$ cat src/rtl/bit_serial_subtractor.sv
// Bit-serial subtractor: computes a - b - bin one bit per clock, LSB first, using one
// full-subtractor cell and a borrow flop. Optional ovf port via SUB_OVERFLOW_FLAG_EN.
module bit_serial_subtractor #(
  parameter int WIDTH = 8
) (
  input  logic             clk,
  input  logic             rst,
  input  logic             start,
  input  logic [WIDTH-1:0] a,
  input  logic [WIDTH-1:0] b,
  input  logic             bin,
  output logic [WIDTH-1:0] diff,
  output logic             bout,
  output logic             busy,
  output logic             done,
`ifdef SUB_OVERFLOW_FLAG_EN
  output logic             ovf,
`endif
  output logic [1:0]       state_dbg
);

  localparam int CW = (WIDTH > 1) ? $clog2(WIDTH) : 1;

  typedef enum logic [1:0] {
    IDLE = 2'd0,
    RUN  = 2'd1,
    DONE = 2'd2
  } state_t;

  state_t          state, state_nxt;
  logic [WIDTH-1:0] sa, sb;
  logic             borrow;
  logic [CW-1:0]    cnt;

  logic load, step, last;
  logic d_bit, borrow_nxt;

`ifdef SUB_OVERFLOW_FLAG_EN
  logic a_msb, b_msb;
`endif

  // Handshake: start is a request accepted only in IDLE (ignored otherwise, never queued);
  // done is a one-cycle strobe marking diff/bout valid, and they hold until the next accept.

  // Single full-subtractor cell on the current LSBs.
  assign d_bit      = sa[0] ^ sb[0] ^ borrow;
  assign borrow_nxt = (~sa[0] & sb[0]) | (~(sa[0] ^ sb[0]) & borrow);
  assign last       = (cnt == CW'(WIDTH - 1));

  always_ff @(posedge clk) begin
    if (rst) state <= IDLE;
    else     state <= state_nxt;
  end

  always_comb begin
    state_nxt = state;
    load      = 1'b0;
    step      = 1'b0;
    case (state)
      IDLE: begin
        if (start) begin
          load      = 1'b1;
          state_nxt = RUN;
        end
      end
      RUN: begin
        step = 1'b1;
        if (last) state_nxt = DONE;
      end
      DONE: state_nxt = IDLE;
      default: state_nxt = IDLE;
    endcase
  end

  always_ff @(posedge clk) begin
    if (rst) begin
      sa     <= '0;
      sb     <= '0;
      borrow <= 1'b0;
      cnt    <= '0;
      diff   <= '0;
      bout   <= 1'b0;
    end else if (load) begin
      sa     <= a;
      sb     <= b;
      borrow <= bin;
      cnt    <= '0;
      diff   <= '0;
      bout   <= 1'b0;
    end else if (step) begin
      sa     <= sa >> 1;
      sb     <= sb >> 1;
      borrow <= borrow_nxt;
      diff   <= {d_bit, diff[WIDTH-1:1]};
      cnt    <= cnt + 1'b1;
      if (last) bout <= borrow_nxt;
    end
  end

`ifdef SUB_OVERFLOW_FLAG_EN
  // Signed overflow: operand signs differ and the result sign differs from the minuend's.
  always_ff @(posedge clk) begin
    if (rst) begin
      a_msb <= 1'b0;
      b_msb <= 1'b0;
      ovf   <= 1'b0;
    end else if (load) begin
      a_msb <= a[WIDTH-1];
      b_msb <= b[WIDTH-1];
      ovf   <= 1'b0;
    end else if (step && last) begin
      ovf <= (a_msb != b_msb) && (d_bit != a_msb);
    end
  end
`endif

  assign busy      = (state == RUN);
  assign done      = (state == DONE);
  assign state_dbg = state;

endmodule

$ cat config.mk
export PLATFORM = sky130hd
export DESIGN_NAME = bit_serial_subtractor
export DESIGN_NICKNAME = d
export VERILOG_FILES = /design/src/rtl/bit_serial_subtractor.sv
export SDC_FILE = /design/constraint.sdc
export NUM_CORES = 1
export LEC_CHECK = 0
export CAP_MARGIN = 40
export CORE_MARGIN = 1.5
export CORE_UTILIZATION = 50
export CTS_CLUSTER_SIZE = 8
export DETAILED_ROUTE_END_ITERATION = 10
export PLACE_DENSITY = 0.85
export SKIP_LAST_GASP = 1
export SYNTH_ARGS = -nofsm -noshare
export SYNTH_HDL_FRONTEND = slang
export SYNTH_SLANG_ARGS = --single-unit
$ cat constraint.sdc
create_clock -name clk -period 2.7 [get_ports clk]
set_input_delay 0.54 -clock clk [delete_from_list [all_inputs] [get_ports clk]]
set_output_delay 0.54 -clock clk [all_outputs]
set_load 0.01 [all_outputs]
# After elaboration in Yosys (flattened, before gate mapping)
# Index checks and enable logic that the tools add are counted.
[word_totals]
inputBits = 20
register_bits = 31
out_inout_bits = 13
[op_classes]
addsub = 1
muxes = 12
bitwise = 7
eq_ne = 5
n_reduce_logical = 5
[op_table]
columns = ["op", "count"]
rows = [
  ["$mux W8", 4],
  ["$mux W1", 5],
  ["$mux W2", 2],
  ["$pmux W2 S2", 1],
  ["$reduce_and A2 Y1", 2],
  ["$add A3 B1 Y3 const B", 1],
  ["$eq A3 B3 Y1 const B", 1],
  ["$and A1 B1 Y1", 2],
  ["$eq A2 B1 Y1 const B", 1],
  ["$eq A2 B2 Y1 const B", 1],
  ["$logic_not A2 Y1", 1],
  ["$ne A2 B1 Y1 const B", 1],
  ["$ne A2 B2 Y1 const B", 1],
  ["$not A1 Y1", 2],
  ["$reduce_bool A2 Y1", 1],
  ["$reduce_or A2 Y1", 1],
  ["$xor A1 B1 Y1", 2],
  ["$or A1 B1 Y1", 1],
]

# Logic depth before layout (Yosys ltp)
[logic_depth]
ltp_word = 6
mapped_depth = 5
mapped_depth_nobuf = 5

# Worst setup path before layout
# No wires, ideal clock.
[synth_timing]
kind = "reg2out"
startpoint = "reg state[1] (netlist: state_dbg[1])"
endpoint = "out done"
stages_incl_launch_ff = 4
t_arrival_ps = 1032
path_slack_ps = 1128
path_cell_list = "dfxtp_1 > clkinv_1 > clkbuf_1 > nor2_1"
[synth_between]
elab_chain_cells = 1
[synth_lines]
columns = ["element", "line", "text"]
rows = [
  ["from (decl)", "30", "state_t state, state_nxt;"],
  ["from (signal assigned)", "52", "else state <= state_nxt;"],
  ["$eq A2 B2 Y1", "118", "assign done = (state == DONE);"],
  ["to (decl)", "15", "output logic done,"],
]
# No other way between the ends.

# Final worst setup path
[layout_timing]
startpoint = "reg state[0] (netlist: state_dbg[0])"
endpoint = "out busy"
[layout_between]
elab_chain_cells = 1
[layout_lines]
columns = ["element", "line", "text"]
rows = [
  ["$eq A2 B1 Y1", "117", "assign busy = (state == RUN);"],
  ["to (decl)", "14", "output logic busy,"],
]
# No other way between the ends.

==> out/qor.csv <==
metric;value;unit
utilization;68.0;%
power.switching;238;uW
end_kind;primary output;
clkPwrFrac;29.9;%
drt_drc_violations_left;0;
synth_xor_area_share;0.690;%
swShare;26.1;%
pin_count;33;
drive_gt1_share;6.52;%
place_congestion;0.752;
grt_pass1_wl;4660;um
hold_violations;0;
regArea;621;um^2
critPathMaxFanout;14;
synth_fa_ha_area_share;3.55;%
p_leak;0.615;nW
p_seq_share;54.8;%
antenna_found_initial;0;
fin_nets;207;
worstMarginPinSlew;384;ps
n_antenna_cell;0;
powerDensity;551;nW/um^2
synth_mux_area_share;0;%
r2r_end;bout;
place_ws;640;ps
seq_area_frac_synth;48.9;%
path_clk_slew;90;ps
min_path_type;flop to flop;
synth_top_family_by_area;compound AO/OA/AOI/OAI gates;
first_iter_violations;36;
setup_violations;0;
reg2reg_slack;1230;ps
crit_arrival;1760;ps
finalCriticalPeriod;2300;ps
yosys.area_share.simple;12.7;%
start_kind;flop;
clk_latency;330;ps
ctsLongestPathBuffers;2;
initial_utilization;52.2;%
nFillCells;214;
gr-usage-all-layers;23.3;%
dr.pass1.iters;4;
status;finished clean;
yosysTopAreaCell;dfxtp_1;
power_frac_comb;15.3;%
portBuffers;32;
synth_cells;152;
cts.sinks;31;
ant_nets;0;
hp-start;diff[0];
synth-compound-area-share;28.3;%
die_w;53.4;um
hold_buffers;0;
peakVddDrop;0.508;mV
ys_types;24;
rsz0062_at_grt;no;
hold_end;diff[0];
cts_resized;0;
rr_startpoint;state_dbg[1];
crit_type;flop to primary output;
fin_skew;9.37;ps
cts_made_buffers;5;
slew_violations;0;
synth_fp_nets;175;
grt_max_degree;19;
vias;1172;
dieArea;2850;um^2
cp.required;2160;ps
grt_remaining_overflow;0;
grt_pass1_vias;1104;
syn-mean-instance-area;8.36;um^2
synth_area_leaders;dfxtp_1 (49%), a21oi_1 (10%), o21ai_0 (6.7%);
viasPerCell;5.48;
fp.coreArea;2430;um^2
hold_path_depth;2;
htreeDepth;2;
dp_cells;207;
drt-total-wl;2770;um
yosysTopAreaCellShare;48.9;%
syn_area;1270;um^2
fin_setup_tns;0;ps
fp-row-count;18;
area_growth_syn_to_layout;30.2;%
min_period_over_period;85.3;%
drv_cap;0;
root_buffer;clkbuf_4;
instances_no_fill;214;
max-slew-margin-rel;74.4;%
max_freq;434;MHz
postCtsSetupBuffers;0;
dpl.hpwl;1990;um
cts_tree;built;
multiInputGateArea;574;um^2
p_int;673;uW
ff2ff_path_depth;4;
synth-seq-cells;31;
dieHeight;53.4;um
finalWorstSetupSlack;398;ps
yosys_warnings;0;
wire_per_inst;13.0;um
[worst max path at each step]
stage,start,endpoint,slack (ps),cells after the start
after global placement,start,bout,680,4
final,state_dbg[0],busy,400,4
after CTS,state_dbg[0],busy,390,4
after floorplan,state_dbg[1],done,1130,3
after detailed placement,start,cnt[0],640,4
after global routing,state_dbg[0],busy,250,4
[logic make-up after synthesis]
group | Yosys count
AO/OA/AOI/OAI | 62
AND/OR/NAND/NOR | 39
flip-flops | 31
buffers and inverters | 16
adder cells (fa/ha/maj) | 3
XOR/XNOR | 1
[layout make-up]
class / count / share of cell area (%)
timing repair buffer: 35 / 20.7
inverter: 6 / 1.36
sequential: 31 / 37.5
clock buffer: 6 / 3.10
multi-input combinational: 105 / 34.7
clock inverter: 1 / 0.303
tap: 30 / 2.27
[per-layer routing]
metal,wire length [um],GRT usage (%),vias to the layer above
met3,155,8.47,6
met5,0,0,-
met1,1180,26.1,528
li1,-,-,598
met4,53,8.97,0
met2,1380,39.7,40
[worst max-delay path: stages (launching register included)]
cell	delay [ps]
dfxtp_1	320
buf_4	190
nand2b_1	250
inv_1	140
clkdlybuf4s50_1	540
[registers in the layout, indices dropped and copies added, names as in the netlist]
signal and count:
diff 8, sa 8, sb 8, cnt 3, state_dbg 2, borrow 1, bout 1
[synthesized netlist by cell type, drive strengths merged]
master,count
clkinv,1
nand2b,2
nor2,11
clkbuf,2
inv,5
nand3,2
ha,2
nor2b,1
and3,2
o21ba,1
a211oi,2
a21o,1
o22ai,8
fa,1
a311oi,1
buf,8
xnor2,1
a21oi,26
dfxtp,31
o2bb2ai,6
nand2,21
o21ai,17
[cell usage in the layout (no fill, tap or decap), types with 2 or more instances in the layout]
master,count
a211oi_1,2
a21oi_1,26
and3_1,2
buf_4,3
clkbuf_4,5
clkdlybuf4s50_1,32
dfxtp_1,31
ha_1,2
inv_1,4
nand2_1,21
nand2b_1,2
nand3_1,2
nor2_1,11
o21ai_0,17
o22ai_1,8
o2bb2ai_1,6
[metrics by stage]
step	power [mW]	hold WS, ps	area (um^2)
finish	0.911	459	1650
global route	0.960	486	1650
CTS	0.917	464	1650
detailed placement	0.649	451	1600
global placement	0.642	446	1600
floorplan	0.595	439	1270
[power by group through the flow]
stage / clock network, mW / registers [mW] / logic, mW
final: 0.273 / 0.500 / 0.139
after global routing: 0.302 / 0.503 / 0.155
after CTS: 0.279 / 0.499 / 0.139
after detailed placement: 0 / 0.510 / 0.139
after global placement: 0 / 0.508 / 0.135
after floorplan: 0 / 0.508 / 0.0877
No activity file was read; power rests on OpenSTA's default activity.
